### config.mk
export PLATFORM = sky130hd
export DESIGN_NAME = ysyx_23060111_core_seq_flat
export DESIGN_NICKNAME = d
export VERILOG_FILES = /design/src/rtl/ysyx_23060111_core_seq_if.sv /design/src/rtl/ysyx_23060111_core_seq.sv /design/src/flat_wrapper.sv
export SDC_FILE = /design/constraint.sdc
export NUM_CORES = 1
export LEC_CHECK = 0
export ABC_AREA = 1
export BUFFER_PORTS_ARGS = -buffer_cell sky130_fd_sc_hd__buf_2
export CAP_MARGIN = 40
export CORE_AREA = 2 2 146 148
export CTS_BUF_LIST = sky130_fd_sc_hd__clkbuf_4 sky130_fd_sc_hd__clkbuf_8
export DETAILED_ROUTE_END_ITERATION = 8
export DIE_AREA = 0 0 148 150
export GPL_TIMING_DRIVEN = 0
export MAX_ROUTING_LAYER = met4
export PLACE_DENSITY = 0.61
export SLEW_MARGIN = 20
export SYNTH_ARGS = -nofsm -noshare
export SYNTH_HDL_FRONTEND = slang
export SYNTH_SLANG_ARGS = --single-unit
export TNS_END_PERCENT = 10
### constraint.sdc
create_clock -name clk -period 2 [get_ports clk]
set_input_delay 0.1 -clock clk [delete_from_list [all_inputs] [get_ports clk]]
set_output_delay 0.1 -clock clk [all_outputs]
set_load 0.01 [all_outputs]
### src/rtl/ysyx_23060111_core_seq_if.sv
// ysyx_23060111_core_seq_if: fetch, data-memory, EXU and retire signals around the sequencer
interface ysyx_23060111_core_seq_if #(parameter int XLEN = 32);
  logic [XLEN-1:0] pc;
  logic [31:0] inst;
  logic if_req_valid;
  logic if_req_ready;
  logic if_rsp_valid;
  logic [31:0] if_rsp_data;
  logic [XLEN-1:0] exu_dnpc;
  logic exu_rf_wen;
  logic exu_is_load;
  logic exu_is_store;
  logic [XLEN-1:0] exu_mem_addr;
  logic [XLEN-1:0] exu_mem_wdata;
  logic [3:0] exu_mem_wmask;
  logic exu_ebreak;
  logic exu_inv;
  logic dm_req_valid;
  logic dm_req_we;
  logic [XLEN-1:0] dm_req_addr;
  logic [XLEN-1:0] dm_req_wdata;
  logic [3:0] dm_req_wmask;
  logic dm_req_ready;
  logic dm_rsp_valid;
  logic [XLEN-1:0] dm_rsp_rdata;
  logic [XLEN-1:0] ld_data;
  logic rf_wen;
  logic commit;
  logic [31:0] retire_cnt;
  logic halt;
  logic [1:0] halt_code;
  modport master (
    output pc, inst, if_req_valid, dm_req_valid, dm_req_we, dm_req_addr, dm_req_wdata, dm_req_wmask,
           ld_data, rf_wen, commit, retire_cnt, halt, halt_code,
    input if_req_ready, if_rsp_valid, if_rsp_data, exu_dnpc, exu_rf_wen, exu_is_load, exu_is_store,
          exu_mem_addr, exu_mem_wdata, exu_mem_wmask, exu_ebreak, exu_inv, dm_req_ready, dm_rsp_valid,
          dm_rsp_rdata
  );
  modport slave (
    input pc, inst, if_req_valid, dm_req_valid, dm_req_we, dm_req_addr, dm_req_wdata, dm_req_wmask,
          ld_data, rf_wen, commit, retire_cnt, halt, halt_code,
    output if_req_ready, if_rsp_valid, if_rsp_data, exu_dnpc, exu_rf_wen, exu_is_load, exu_is_store,
           exu_mem_addr, exu_mem_wdata, exu_mem_wmask, exu_ebreak, exu_inv, dm_req_ready, dm_rsp_valid,
           dm_rsp_rdata
  );
endinterface

### src/rtl/ysyx_23060111_core_seq.sv
// ysyx_23060111_core_seq: multi-cycle fetch/exec/mem/writeback sequencer with sticky halt
module ysyx_23060111_core_seq #(
  parameter int XLEN = 32,
  parameter logic [XLEN-1:0] RESET_PC = 32'h8000_0000,
  parameter int TIMEOUT = 255
) (
  input logic clk,
  input logic rst,
  ysyx_23060111_core_seq_if.master bus
);
  typedef enum logic [2:0] {FETCH, IWAIT, EXEC, MREQ, MWAIT, WB, HALT} state_t;
  state_t state;
  logic [15:0] tmr;
  logic waiting, hs, tmo;
  always_comb begin
    waiting = state inside {FETCH, IWAIT, MREQ, MWAIT};
    hs = state == FETCH ? bus.if_req_ready :
         state == IWAIT ? bus.if_rsp_valid :
         state == MREQ  ? bus.dm_req_ready :
         state == MWAIT ? bus.dm_rsp_valid : 1'b0;
    tmo = tmr == 16'(TIMEOUT - 1);
  end
  assign bus.if_req_valid = ~rst & (state == FETCH);
  assign bus.dm_req_valid = ~rst & (state == MREQ);
  assign bus.dm_req_we = bus.exu_is_store;
  assign bus.dm_req_addr = bus.exu_mem_addr;
  assign bus.dm_req_wdata = bus.exu_mem_wdata;
  assign bus.dm_req_wmask = bus.exu_is_load ? 4'b0 : bus.exu_mem_wmask;
  assign bus.commit = ~rst & (state == WB);
  assign bus.rf_wen = bus.commit & bus.exu_rf_wen & ~bus.exu_is_store;
  assign bus.halt = state == HALT;
  // tmr restarts on every transition; only a stalled wait state lets it count
  always_ff @(posedge clk)
    if (rst) begin
      state <= FETCH;
      bus.pc <= RESET_PC;
      bus.inst <= '0;
      bus.ld_data <= '0;
      bus.retire_cnt <= '0;
      bus.halt_code <= '0;
      tmr <= '0;
    end else begin
      tmr <= '0;
      if (waiting && !hs) begin
        if (tmo) begin
          state <= HALT;
          bus.halt_code <= 2'b11;
        end else tmr <= tmr + 16'd1;
      end else
        case (state)
          FETCH: state <= IWAIT;
          IWAIT: begin
            bus.inst <= bus.if_rsp_data;
            state <= EXEC;
          end
          EXEC:
            if (bus.exu_ebreak) begin
              state <= HALT;
              bus.halt_code <= 2'b01;
            end else if (bus.exu_inv) begin
              state <= HALT;
              bus.halt_code <= 2'b10;
            end else state <= (bus.exu_is_load | bus.exu_is_store) ? MREQ : WB;
          MREQ: state <= MWAIT;
          MWAIT: begin
            if (bus.exu_is_load) bus.ld_data <= bus.dm_rsp_rdata;
            state <= WB;
          end
          WB: begin
            bus.pc <= bus.exu_dnpc;
            bus.retire_cnt <= bus.retire_cnt + 32'd1;
            state <= FETCH;
          end
          default: ;
        endcase
    end
endmodule

### src/flat_wrapper.sv
// flat-port wrapper written by rule: the top's interface ports become plain ports
module ysyx_23060111_core_seq_flat 
#(
  parameter int XLEN = 32,
  parameter logic [XLEN-1:0] RESET_PC = 32'h8000_0000,
  parameter int TIMEOUT = 255
)
  (clk, rst, bus_pc, bus_inst, bus_if_req_valid, bus_dm_req_valid, bus_dm_req_we, bus_dm_req_addr, bus_dm_req_wdata, bus_dm_req_wmask, bus_ld_data, bus_rf_wen, bus_commit, bus_retire_cnt, bus_halt, bus_halt_code, bus_if_req_ready, bus_if_rsp_valid, bus_if_rsp_data, bus_exu_dnpc, bus_exu_rf_wen, bus_exu_is_load, bus_exu_is_store, bus_exu_mem_addr, bus_exu_mem_wdata, bus_exu_mem_wmask, bus_exu_ebreak, bus_exu_inv, bus_dm_req_ready, bus_dm_rsp_valid, bus_dm_rsp_rdata);
  ysyx_23060111_core_seq_if #(.XLEN(XLEN)) bus_i ();
  input logic clk;
  input logic rst;
  output wire logic [$bits(bus_i.pc)-1:0] bus_pc;
  output wire logic [$bits(bus_i.inst)-1:0] bus_inst;
  output wire logic [$bits(bus_i.if_req_valid)-1:0] bus_if_req_valid;
  output wire logic [$bits(bus_i.dm_req_valid)-1:0] bus_dm_req_valid;
  output wire logic [$bits(bus_i.dm_req_we)-1:0] bus_dm_req_we;
  output wire logic [$bits(bus_i.dm_req_addr)-1:0] bus_dm_req_addr;
  output wire logic [$bits(bus_i.dm_req_wdata)-1:0] bus_dm_req_wdata;
  output wire logic [$bits(bus_i.dm_req_wmask)-1:0] bus_dm_req_wmask;
  output wire logic [$bits(bus_i.ld_data)-1:0] bus_ld_data;
  output wire logic [$bits(bus_i.rf_wen)-1:0] bus_rf_wen;
  output wire logic [$bits(bus_i.commit)-1:0] bus_commit;
  output wire logic [$bits(bus_i.retire_cnt)-1:0] bus_retire_cnt;
  output wire logic [$bits(bus_i.halt)-1:0] bus_halt;
  output wire logic [$bits(bus_i.halt_code)-1:0] bus_halt_code;
  input wire logic [$bits(bus_i.if_req_ready)-1:0] bus_if_req_ready;
  input wire logic [$bits(bus_i.if_rsp_valid)-1:0] bus_if_rsp_valid;
  input wire logic [$bits(bus_i.if_rsp_data)-1:0] bus_if_rsp_data;
  input wire logic [$bits(bus_i.exu_dnpc)-1:0] bus_exu_dnpc;
  input wire logic [$bits(bus_i.exu_rf_wen)-1:0] bus_exu_rf_wen;
  input wire logic [$bits(bus_i.exu_is_load)-1:0] bus_exu_is_load;
  input wire logic [$bits(bus_i.exu_is_store)-1:0] bus_exu_is_store;
  input wire logic [$bits(bus_i.exu_mem_addr)-1:0] bus_exu_mem_addr;
  input wire logic [$bits(bus_i.exu_mem_wdata)-1:0] bus_exu_mem_wdata;
  input wire logic [$bits(bus_i.exu_mem_wmask)-1:0] bus_exu_mem_wmask;
  input wire logic [$bits(bus_i.exu_ebreak)-1:0] bus_exu_ebreak;
  input wire logic [$bits(bus_i.exu_inv)-1:0] bus_exu_inv;
  input wire logic [$bits(bus_i.dm_req_ready)-1:0] bus_dm_req_ready;
  input wire logic [$bits(bus_i.dm_rsp_valid)-1:0] bus_dm_rsp_valid;
  input wire logic [$bits(bus_i.dm_rsp_rdata)-1:0] bus_dm_rsp_rdata;
  assign bus_pc = bus_i.pc;
  assign bus_inst = bus_i.inst;
  assign bus_if_req_valid = bus_i.if_req_valid;
  assign bus_dm_req_valid = bus_i.dm_req_valid;
  assign bus_dm_req_we = bus_i.dm_req_we;
  assign bus_dm_req_addr = bus_i.dm_req_addr;
  assign bus_dm_req_wdata = bus_i.dm_req_wdata;
  assign bus_dm_req_wmask = bus_i.dm_req_wmask;
  assign bus_ld_data = bus_i.ld_data;
  assign bus_rf_wen = bus_i.rf_wen;
  assign bus_commit = bus_i.commit;
  assign bus_retire_cnt = bus_i.retire_cnt;
  assign bus_halt = bus_i.halt;
  assign bus_halt_code = bus_i.halt_code;
  assign bus_i.if_req_ready = bus_if_req_ready;
  assign bus_i.if_rsp_valid = bus_if_rsp_valid;
  assign bus_i.if_rsp_data = bus_if_rsp_data;
  assign bus_i.exu_dnpc = bus_exu_dnpc;
  assign bus_i.exu_rf_wen = bus_exu_rf_wen;
  assign bus_i.exu_is_load = bus_exu_is_load;
  assign bus_i.exu_is_store = bus_exu_is_store;
  assign bus_i.exu_mem_addr = bus_exu_mem_addr;
  assign bus_i.exu_mem_wdata = bus_exu_mem_wdata;
  assign bus_i.exu_mem_wmask = bus_exu_mem_wmask;
  assign bus_i.exu_ebreak = bus_exu_ebreak;
  assign bus_i.exu_inv = bus_exu_inv;
  assign bus_i.dm_req_ready = bus_dm_req_ready;
  assign bus_i.dm_rsp_valid = bus_dm_rsp_valid;
  assign bus_i.dm_rsp_rdata = bus_dm_rsp_rdata;
  ysyx_23060111_core_seq #(.XLEN(XLEN), .RESET_PC(RESET_PC), .TIMEOUT(TIMEOUT)) u_core (.clk(clk), .rst(rst), .bus(bus_i));
endmodule
* Word-level counts from Yosys, hierarchy flattened
Cells that the tools add are included.
Word-level totals: logic and storage cells 55, input port bits 175, output and inout bits 204, register bits after elaboration 149
Cells by class: multiplexer cells 16, bitwise gates (word level) 9, reduce and logical (&&, ||, !) cells 13, add/subtract/negate cells 2, equal/unequal tests 8
Operators with widths (number):
- 32-bit by 1-bit adder with 32-bit output (second input constant) | 1
- 3-bit case mux with 6 select lines | 1
- 16-bit by 1-bit adder with 16-bit output (second input constant) | 1
- 16-bit by 8-bit == test with 1-bit output (second input constant) | 1
- 3-bit 2-to-1 mux | 5
- 2-bit 2-to-1 mux | 5
- 3-bit == test (second input constant) | 3
- 7-bit nonzero test | 1
- 3-bit by 2-bit == test with 1-bit output (second input constant) | 2
- 2-bit AND reduction | 3
- 3-bit AND reduction | 2
- 1-bit AND | 5
- 1-bit 2-to-1 mux | 4
- 4-bit 2-to-1 mux | 1
- 4-bit nonzero test | 1
- 3-bit by 1-bit == test with 1-bit output (second input constant) | 1
- 3-bit logical NOT | 1
- 1-bit NOT | 3
- 3-bit nonzero test | 1
- 3-bit OR reduction | 1
- 2-bit by 1-bit inequality test with 1-bit output (second input constant) | 1
- 2-bit nonzero test | 1
- 1-bit logical AND | 1
- 1-bit logical NOT | 1
- 1-bit OR | 1

* Longest topological paths before layout
Gate-level depths: netlist of run 1.
depth in word-level cells 9, mapped depth 10, gate-level depth less buffers 10

* Worst setup path before layout of run 1
Ideal clock, no wire load.
path type flip-flop to flip-flop, start reg u_core.bus.retire_cnt[1] (netlist bit), end reg u_core.bus.retire_cnt[22] (netlist bit), data required time 1.884 ns, path buffers 0, setup time 0.116 ns, arrival time 1.468 ns, clock period less this slack 1.583 ns, path slack 0.417 ns, stages on the path, launching flop included 9, cells stage by stage dfxtp_1 -> ha_1 -> nand3_1 -> nor2_2 -> nand3_1 -> nor2_2 -> nand3_1 -> o21ai_0 -> nor2_1
On the way: word-level cells in the longest chain between the ends 1
Ends and longest elaborated chain:
- from (decl) | RTL line ysyx_23060111_core_seq_if.sv:34 | ld_data, rf_wen, commit, retire_cnt, halt, halt_code,
- from (signal assigned) | RTL line ysyx_23060111_core_seq.sv:71 | bus.retire_cnt <= bus.retire_cnt + 32'd1;
- 32-bit by 1-bit adder with 32-bit output | RTL line ysyx_23060111_core_seq.sv:71
No other way between the ends. A chain may end at the register's enable or synchronous reset.

* Worst setup path after layout of run 1
start reg u_core.state[2], end out bus_rf_wen
On the way: word-level cells in the longest chain between the ends 4
Ends and longest elaborated chain:
- from (decl) | RTL line ysyx_23060111_core_seq.sv:12 | state_t state;
- from (signal assigned) | RTL line ysyx_23060111_core_seq.sv:63 | end else state <= (bus.exu_is_load | bus.exu_is_store) ? MREQ : WB;
- 3-bit == test | RTL line ysyx_23060111_core_seq.sv:29 | assign bus.commit = ~rst & (state == WB);
- 1-bit AND | RTL line ysyx_23060111_core_seq.sv:29
- 1-bit AND (2 in a row) | RTL line ysyx_23060111_core_seq.sv:30 | assign bus.rf_wen = bus.commit & bus.exu_rf_wen & ~bus.exu_is_store;
- to (decl) | RTL line flat_wrapper.sv:21 | output wire logic [$bits(bus_i.rf_wen)-1:0] bus_rf_wen;
No other way between the ends.

==> results of run 1 <==
-- metal layers --
metal	vias up	routed length (um)	GRT usage, %
met5	-	0	-
met4	0	343	6.29
met3	28	1380	3.84
met2	296	11800	37.3
met1	3440	9600	23.6
li1	3929	-	-
-- metrics by stage --
step / hold slack, ns / utilization (%) / total power, uW / instances / worst slack (ns)
after floorplan: 0.213 / - / 5400 / 979 / 0.417
after global placement: 0.300 / 42.8 / 6380 / 1568 / 0.238
after detailed placement: 0.315 / 42.8 / 6390 / 1568 / 0.227
after CTS: 0.0881 / 49.3 / 8800 / 1697 / 0.0240
after global routing: 0.118 / 49.3 / 9310 / 1697 / 0.0000531
final: 0.124 / 49.3 / 8710 / 1697 / 0.155
-- cell type report --
class                   count  area share, %
repair buffers            411           24.9
clock buffers              17           2.29
flip-flops and latches    149           29.2
plain buffers             106           6.86
clock inverters            15           1.29
multi-input cells         669           30.0
inverters                  55           2.02
well taps                 275           3.37
-- worst min-delay path, cell delays in order --
cell and delay [ns]:
buf_2 0.14, inv_1 0.09, nor2_4 0.07, nand3_1 0.08, a21oi_1 0.06
-- report_power, final --
| part | internal [uW] | switching, uW | total, uW | leakage, uW |
|---|---|---|---|---|
| clock network | 906 | 1320 | 2230 | 0.000180 |
| registers | 3310 | 192 | 3500 | 0.00121 |
| logic | 1180 | 1800 | 2980 | 0.00341 |
-- path summary, 6_finish.rpt --
| path | end | slack (ns) | depth (start not counted) |
|---|---|---|---|
| max | bus_rf_wen | 0.15 | 7 |
| min | u_core.bus.ld_data[31] | 0.12 | 5 |
| max reg2reg | u_core.bus.retire_cnt[22] | 0.17 | 8 |
| min reg2reg | u_core.bus.halt_code[0] | 0.46 | 2 |
-- logic make-up (layout without fill, tap and decap cells) --
logic type / Yosys count / in the layout
flops: 149 / 149
buf+inv: 161 / 604
fa+ha+maj: 4 / 4
xor+xnor: 9 / 9
compound gates: 143 / 143
simple gates: 513 / 513
-- synth_stat cells --
cell | n | area share [%]
nor2_8 | 2 | 0.58
nor3b_1 | 3 | 0.32
nand4_2 | 1 | 0.18
ha_1 | 4 | 0.72
nor2_1 | 220 | 12
nand2_8 | 1 | 0.29
o21a_1 | 2 | 0.22
nor3_1 | 6 | 0.43
nand4_1 | 6 | 0.54
nand3_4 | 2 | 0.51
clkinv_1 | 1 | 0.054
nor2_2 | 7 | 0.63
xnor2_1 | 3 | 0.38
buf_4 | 71 | 7.7
nand2_4 | 1 | 0.16
nand3b_1 | 9 | 0.97
inv_1 | 51 | 2.8
o21ai_0 | 76 | 5.5
o21ba_2 | 1 | 0.14
a31oi_1 | 3 | 0.27
nand2_2 | 1 | 0.090
nor2_4 | 1 | 0.16
buf_6 | 3 | 0.49
dfxtp_1 | 149 | 43
nand2_1 | 194 | 10
xor2_1 | 6 | 0.76
or2_2 | 2 | 0.18
buf_2 | 5 | 0.36
nor4_1 | 1 | 0.090
o21ai_2 | 1 | 0.13
nand3_1 | 56 | 4.0
clkbuf_1 | 24 | 1.3
a21oi_1 | 60 | 4.3
buf_1 | 3 | 0.16
inv_2 | 3 | 0.16
-- what timing repair did --
action	in CTS	in global routing
hold endpoints to repair	98	0
gates resized for setup	1	5
pin swaps	0	0
setup buffers	0	0
hold buffers	97	0
setup endpoints to repair	1	1
-- sequential cells by signal, summed over array words and instances, names as in the netlist --
name,cells
u_core.bus.halt_code,2
u_core.bus.inst,32
u_core.bus.ld_data,32
u_core.bus.pc,32
u_core.bus.retire_cnt,32
u_core.state,3
u_core.tmr,16
==> results.json, run 1 <==
{
  "finalClockSkew_ns": 0.0116,
  "power.density_mw_per_mm2": 853,
  "muxShareOfSynthArea_pct": 0,
  "routedWlPerCell_um": 13.6,
  "synthAdderAreaFrac_pct": 0.722,
  "final_area_sq_mm": 0.0102,
  "synthCells": 979,
  "grt_pass1_wl_mm": 35.6,
  "regArea_sq_mm": 0.00298,
  "nets": 1588,
  "layout-drive-gt1-share_pct": 31.6,
  "worstPathMaxFanout": 10,
  "fillCellCount": 2100,
  "tritoncts": "yes",
  "synth_compound_area_share_pct": 10.6,
  "worstPathArrival_ns": 1.75,
  "h-tree-depth": 4,
  "multi_input_area_sq_mm": 0.00306,
  "cp-startpoint": "u_core.state[2]",
  "placed_cell_area_sq_mm": 0.00885,
  "cp_top_family": "buffers and inverters",
  "area_growth_pct": 47.1,
  "hold_viol_final": 0,
  "via_per_inst": 4.53,
  "firstDrtPassIters": 5,
  "fmax_mhz": 542,
  "synth_top_family_by_area": "simple AND/OR/NAND/NOR gates",
  "drv_slew": 0,
  "crit_chain": "buf_6 -> nand3_4 -> buf_4 -> nor2_4 -> nand2_1 -> nor2_1 -> buf_2",
  "rows": 53,
  "die_y_um": 150,
  "min_from": "bus_exu_is_load",
  "io_pins": 379,
  "place.gp.congestion": 0.898,
  "syn-num-nets": 1158,
  "cts-root-buf": "clkbuf_8",
  "ant_nets": 0,
  "setup_viol": 0,
  "worstMarginPinSlew_ns": 0.706,
  "insertion_delay_ns": 0.45,
  "avgSynthCellArea_sq_um": 7.08,
  "setup_tns_ns": 0,
  "cts_buffers": 17,
  "max_stage_delay_ns": 0.37,
  "port_buffers": 314,
  "wirelength_mm": 23.1,
  "diodes": 0,
  "start_kind": "flop",
  "final_cell_mix": "buf_2 (318), nor2_1 (219), nand2_1 (194)",
  "ys_warn_count": 0,
  "grt_use_total_pct": 20.8,
  "dieWidth_um": 148,
  "route.detailed.drc": 0,
  "grt_setup_unrepaired": "no",
  "slew_headroom_pct": 52.9,
  "worstReg2RegStart": "u_core.bus.retire_cnt[1]",
  "worstSetupPathType": "reg -> out",
  "antenna_found_initial": 0,
  "drt_iter0_markers": 371,
  "cts.sinks": 149,
  "hpwl_mm": 17.0,
  "required_ns": 1.90,
  "path_clk_slew_ns": 0.09,
  "synth-simple-area-share_pct": 31.6,
  "leakage_uw": 0.00480,
  "cp_num_buf_inv": 3,
  "crit_slowest_cell": "dfxtp_1",
  "period_needed_ns": 1.85,
  "ir_drop_uv": 454,
  "min_path_type": "in -> reg",
  "synth-seq-cells": 149,
  "synth-xor-area-share_pct": 1.14,
  "grt_max_degree": 17,
  "fp.coreArea_sq_mm": 0.0207,
  "status": "completed",
  "grt_pass1_vias": 7146,
  "overflow": 0,
  "start_util_pct": 33.5,
  "critPathCaptureType": "primary output",
  "vias": 7693,
  "synth_area_sq_mm": 0.00694,
  "period_share_pct": 92.3,
  "layout_commonest_cell": "buf_2",
  "synth_cell_types": 35,
  "cap_violations": 0,
  "cts_buffer_depth": 2,
  "synth_seq_area_share_pct": 43.0,
  "die-area_sq_mm": 0.0222
}
Power figures use the tool's default switching activity.
==> run 2: changes to the inputs <==
- BUFFER_PORTS_ARGS: -buffer_cell sky130_fd_sc_hd__buf_2 -> unset
- DONT_BUFFER_PORTS: unset -> 1
- PLACE_DENSITY: 0.61 -> 0.46
==> run 2 against run 1 <==
Combinational power is 20% lower. Fmax down 2.5%. Global-route usage shrank 2.5 points. Clock skew is 0.0037 ns higher. Clock-buffer cell count increased by 1. Flip-flop and latch count is the same. Critical endpoint is now u_core.bus.ld_data[31].
==> results.json, run 2 (synthesized netlist as in run 1, its figures left out) <==
{
  "status": "completed",
  "power.total_uw": 8520,
  "worstMarginPinSlew_ns": 0.870,
  "diodes": 0,
  "routedWlPerCell_um": 14.8,
  "hold_viol_final": 0,
  "nets": 1280,
  "finalWorstSetupSlack_ns": 0.108,
  "start_util_pct": 33.5,
  "grt_setup_unrepaired": "yes",
  "layout_commonest_cell": "nor2_1",
  "route.detailed.drc": 0,
  "leakage_uw": 0.00339,
  "die_y_um": 150,
  "die-area_sq_mm": 0.0222,
  "grt_pass1_wl_mm": 31.4,
  "path_clk_slew_ns": 0.08,
  "area_growth_pct": 25.9,
  "tritoncts": "yes",
  "layout-drive-gt1-share_pct": 12.9,
  "insertion_delay_ns": 0.46,
  "grt_use_total_pct": 18.3,
  "antenna_found_initial": 0,
  "final_cell_mix": "nor2_1 (219), nand2_1 (193), dfxtp_1 (145)",
  "critPathCaptureType": "flop",
  "rows": 53,
  "worstSetupPathType": "reg -> reg",
  "dieWidth_um": 148,
  "port_buffers": 0,
  "ant_nets": 0,
  "cts_buffers": 17,
  "period_needed_ns": 1.89,
  "cap_violations": 0,
  "h-tree-depth": 4,
  "period_share_pct": 94.6,
  "place.gp.congestion": 0.821,
  "cts-root-buf": "clkbuf_8",
  "grt_pass1_vias": 6181,
  "via_per_inst": 4.63,
  "firstDrtPassIters": 5,
  "cts.sinks": 149,
  "drt_iter0_markers": 244,
  "finalClockSkew_ns": 0.0153,
  "wirelength_mm": 20.5,
  "grt_max_degree": 17,
  "min_path_type": "in -> reg",
  "drv_slew": 0,
  "setup_viol": 0,
  "worstPathArrival_ns": 2.27,
  "ir_drop_uv": 458,
  "worstPathMaxFanout": 9,
  "power.density_mw_per_mm2": 975,
  "holdWs_ns": 0.0590,
  "io_pins": 379,
  "required_ns": 2.38,
  "place_ws_ns": 0.0623,
  "fp.coreArea_sq_mm": 0.0207,
  "start_kind": "flop",
  "vias": 6437,
  "cts_buffer_depth": 2,
  "overflow": 0,
  "hpwl_mm": 15.4,
  "slew_headroom_pct": 41.4,
  "fmax_mhz": 529
}
## run 2: cell count changes in the layout (fill, tap and decap cells not counted), sizes merged
cell         delta
buf           -311
dlygate4sd3     +3
bufinv          +2
inv             -2
clkbuf          +1
clkinvlp        -1
## run 2: metal layers
layer	track usage [%]	vias up	part of all wire (%)
met1	22.0	2841	44
met3	4.91	21	8.1
li1	-	3314	-
met4	5.95	0	1.6
met2	30.0	261	47
met5	-	-	0
## run 2: worst max-delay path, stage by stage (launching register included)
cell and delay (ns):
dfxtp_1 0.30, buf_4 0.17, nor2_1 0.19, nand2_1 0.19
nor2_4 0.20, nand3_1 0.08, dlygate4sd3_1 0.56, a21oi_1 0.13
## run 2: metrics by stage
stage          utilization, %  cells  TNS (ns)  cell area (sq um)
2_1_floorplan               -    979         0               6940
3_3_place_gp             35.2   1254         0               7280
3_5_place_dp             35.2   1254         0               7280
4_1_cts                  42.0   1386         0               8690
5_1_grt                  42.2   1389   -0.0200               8730
6_report                 42.2   1389         0               8730
## run 2: repair_timing
action                                  4_1_cts  5_1_grt
endpoints found under the setup margin        1       10
buffers inserted                              0        3
pin swaps                                     0        2
hold buffers                                100        0
endpoints found under the hold margin        98        0
resized for setup                             2        8
## run 2: worst paths after layout
check / from / to / slack [ns] / cells past startpoint
setup reg to reg: u_core.state[0] / u_core.bus.ld_data[31] / 0.11 / 7
setup / recovery: u_core.state[0] / u_core.bus.ld_data[31] / 0.11 / 7
hold reg to reg: u_core.tmr[0] / u_core.tmr[0] / 0.47 / 1
hold / removal: bus_exu_inv / u_core.state[0] / 0.06 / 5
## run 2: final cells by class
| type | count | area, sq um |
|---|---|---|
| repair buffers | 103 | 1020 |
| plain buffers | 106 | 693 |
| fillers | 2149 | 12000 |
| multi-input cells | 669 | 3070 |
| inverters | 55 | 209 |
| clock buffers | 18 | 241 |
| flip-flops and latches | 149 | 2990 |
| clock inverters | 14 | 165 |
| well taps | 275 | 344 |
## run 2: power breakdown
| part | switching, uW | leakage, uW | internal (uW) |
|---|---|---|---|
| clock network | 1280 | 0.000201 | 1160 |
| logic | 1480 | 0.00198 | 895 |
| registers | 393 | 0.00121 | 3310 |
| total | 3150 | 0.00339 | 5360 |
==> run 3: changes to the inputs <==
- CAP_MARGIN: 40 -> 10
- CELL_PAD_IN_SITES_DETAIL_PLACEMENT: unset -> 0
- CELL_PAD_IN_SITES_GLOBAL_PLACEMENT: unset -> 1
- CORE_AREA: 2 2 146 148 -> 2 2 149 151
- DIE_AREA: 0 0 148 150 -> 0 0 151 153
- PLACE_DENSITY: 0.46 -> 0.61
- clock period: 2 -> 1.86 ns (I/O delays scaled with it)
==> run 3 against run 2 <==
Worst hold slack worse by 0.0052 ns. Global-route usage shrank 0.24 points. Total power rose by 7.2%. Clock-buffer cell count unchanged. Critical path depth down 1. Worst setup slack improved by 0.0056 ns. Non-clock buffer count is 4 lower. Clock skew fell by 0.0021 ns. Combinational power grew 6%. Sequential share of layout area hardly changed. Cell area about the same. Critical path type is now reg -> out. Highest routed layer unchanged.
==> results.json, run 3 (synthesized netlist as in run 1, its figures left out) <==
{
  "worstPathMaxFanout": 10,
  "antenna_found_initial": 0,
  "final_cell_mix": "nor2_1 (217), nand2_1 (194), dfxtp_1 (145)",
  "tritoncts": "yes",
  "die-area_sq_mm": 0.0231,
  "die_y_um": 153,
  "cts_buffers": 17,
  "h-tree-depth": 4,
  "status": "completed",
  "firstDrtPassIters": 4,
  "required_ns": 1.77,
  "period_share_pct": 93.9,
  "routedWlPerCell_um": 15.2,
  "seq_power_share_pct": 43.9,
  "r2r-end": "u_core.bus.retire_cnt[22]",
  "drt_iter0_markers": 329,
  "layout_commonest_cell": "nor2_1",
  "worstPathArrival_ns": 1.65,
  "switching_share_pct": 37.9,
  "io_pins": 379,
  "p_sw_uw": 3460,
  "leakage_uw": 0.00338,
  "layout-drive-gt1-share_pct": 13.0,
  "power.total_uw": 9130,
  "dieWidth_um": 151,
  "start_kind": "flop",
  "hold_viol_final": 0,
  "area_growth_pct": 26.0,
  "hold-path-cell-count": 5,
  "r2r_cells": 8,
  "slew_headroom_pct": 50.8,
  "r2r_setup_slack_ns": 0.16,
  "diodes": 0,
  "fillCellCount": 2271,
  "cts.sinks": 149,
  "worstMarginPinSlew_ns": 0.738,
  "via_per_inst": 4.66,
  "min_path_type": "in -> reg",
  "grt_pass1_wl_mm": 32.0,
  "finalClockSkew_ns": 0.0132,
  "grt_setup_unrepaired": "yes",
  "min_from": "bus_exu_ebreak",
  "fmax_mhz": 573,
  "p_int_uw": 5660,
  "port_buffers": 0,
  "grt_use_total_pct": 18.1,
  "grt_max_degree": 17,
  "combPwrFrac_pct": 27.5,
  "stdcell_count": 1390,
  "worstSetupPathType": "reg -> out",
  "start_util_pct": 32.3,
  "drv_slew": 0,
  "wirelength_mm": 21.1,
  "cp-startpoint": "u_core.state[2]",
  "path_clk_slew_ns": 0.10,
  "ant_nets": 0,
  "worstReg2RegStart": "u_core.bus.retire_cnt[1]",
  "power.density_mw_per_mm2": 1040,
  "grt_pass1_vias": 6103,
  "fp.coreArea_sq_mm": 0.0215,
  "place_inst": 1259,
  "period_needed_ns": 1.75,
  "insertion_delay_ns": 0.44,
  "hold_end": "u_core.state[0]",
  "rows": 54,
  "ir_drop_uv": 497,
  "vias": 6479,
  "setup_viol": 0,
  "cap_violations": 0,
  "critPathCaptureType": "primary output",
  "place.gp.congestion": 0.802,
  "hpwl_mm": 16.0,
  "overflow": 0,
  "cts_buffer_depth": 2,
  "cts-root-buf": "clkbuf_8",
  "route.detailed.drc": 0,
  "nets": 1276,
  "p_clk_share_pct": 28.6,
  "holdWs_ns": 0.0538
}
==> run 3: changes by cell type in the layout (fill, tap and decap cells not counted), moves of 2 or more <==
cell and delta:
buf_6 +2, dfxtp_4 +2, nor2_1 -2, inv_8 +4, nor2_4 +3, clkinv_4 -2, dlygate4sd3_1 -2, buf_4 -3
dfxtp_2 -2
==> run 3: metrics by stage <==
stage / setup WS, ns / cell area (sq um) / setup TNS, ns / util [%]
5_1_grt: -0.00819 / 8740 / -0.00819 / 40.7
6_report: 0.114 / 8740 / 0 / 40.7
3_5_place_dp: -0.111 / 7290 / -0.164 / 33.9
4_1_cts: 0.0204 / 8690 / 0 / 40.4
2_1_floorplan: 0.277 / 6940 / 0 / -
3_3_place_gp: -0.125 / 7290 / -0.235 / 33.9
==> run 3: how the worst max path moves through the flow <==
stage                                     end  depth (start not counted)
floorplan           u_core.bus.retire_cnt[22]                          8
global placement    u_core.bus.retire_cnt[22]                          8
detailed placement  u_core.bus.retire_cnt[22]                          8
CTS                                bus_rf_wen                          6
global route        u_core.bus.retire_cnt[11]                         10
finish                             bus_rf_wen                          6
==> run 3: metal layers <==
| metal | GRT usage [%] | wire length (um) |
|---|---|---|
| met2 | 29.7 | 10000 |
| met3 | 5.61 | 1800 |
| met4 | 3.96 | 161 |
| met5 | - | 0 |
| met1 | 21.7 | 9130 |
==> run 3: repair_timing <==
| action | CTS | global route |
|---|---|---|
| hold endpoints to repair | 98 | 0 |
| pin swaps | 0 | 1 |
| buffers inserted | 0 | 1 |
| setup endpoints to repair | 6 | 15 |
| resized for setup | 8 | 12 |
| hold buffers | 98 | 0 |
==> run 3: power groups by stage <==
stage	Sequential (uW)	Combinational [uW]	Clock, uW
after CTS	4010	2540	2730
after detailed placement	4070	2360	0
final	4000	2510	2610
after floorplan	3950	1850	0
after global routing	4050	2800	2850
after global placement	4080	2360	0
==> run 3: cell type report <==
cell class / instances / area, sq um / share of cell area (%)
Buffer: 106 / 703 / 8.05
Multi-Input combinational cell: 669 / 3090 / 35.4
Clock buffer: 18 / 248 / 2.84
Inverter: 55 / 209 / 2.39
Timing Repair Buffer: 99 / 988 / 11.3
Tap cell: 280 / 350 / 4.01
Clock inverter: 14 / 154 / 1.76
Sequential cell: 149 / 2990 / 34.2
==> run 3: worst max-delay path, cell delays in order, from the launching register on <==
cell and delay, ns:
dfxtp_1 0.37, buf_6 0.16, nand3_4 0.15, buf_6 0.18, nor2_4 0.12, nand2_1 0.08, nor2_2 0.14
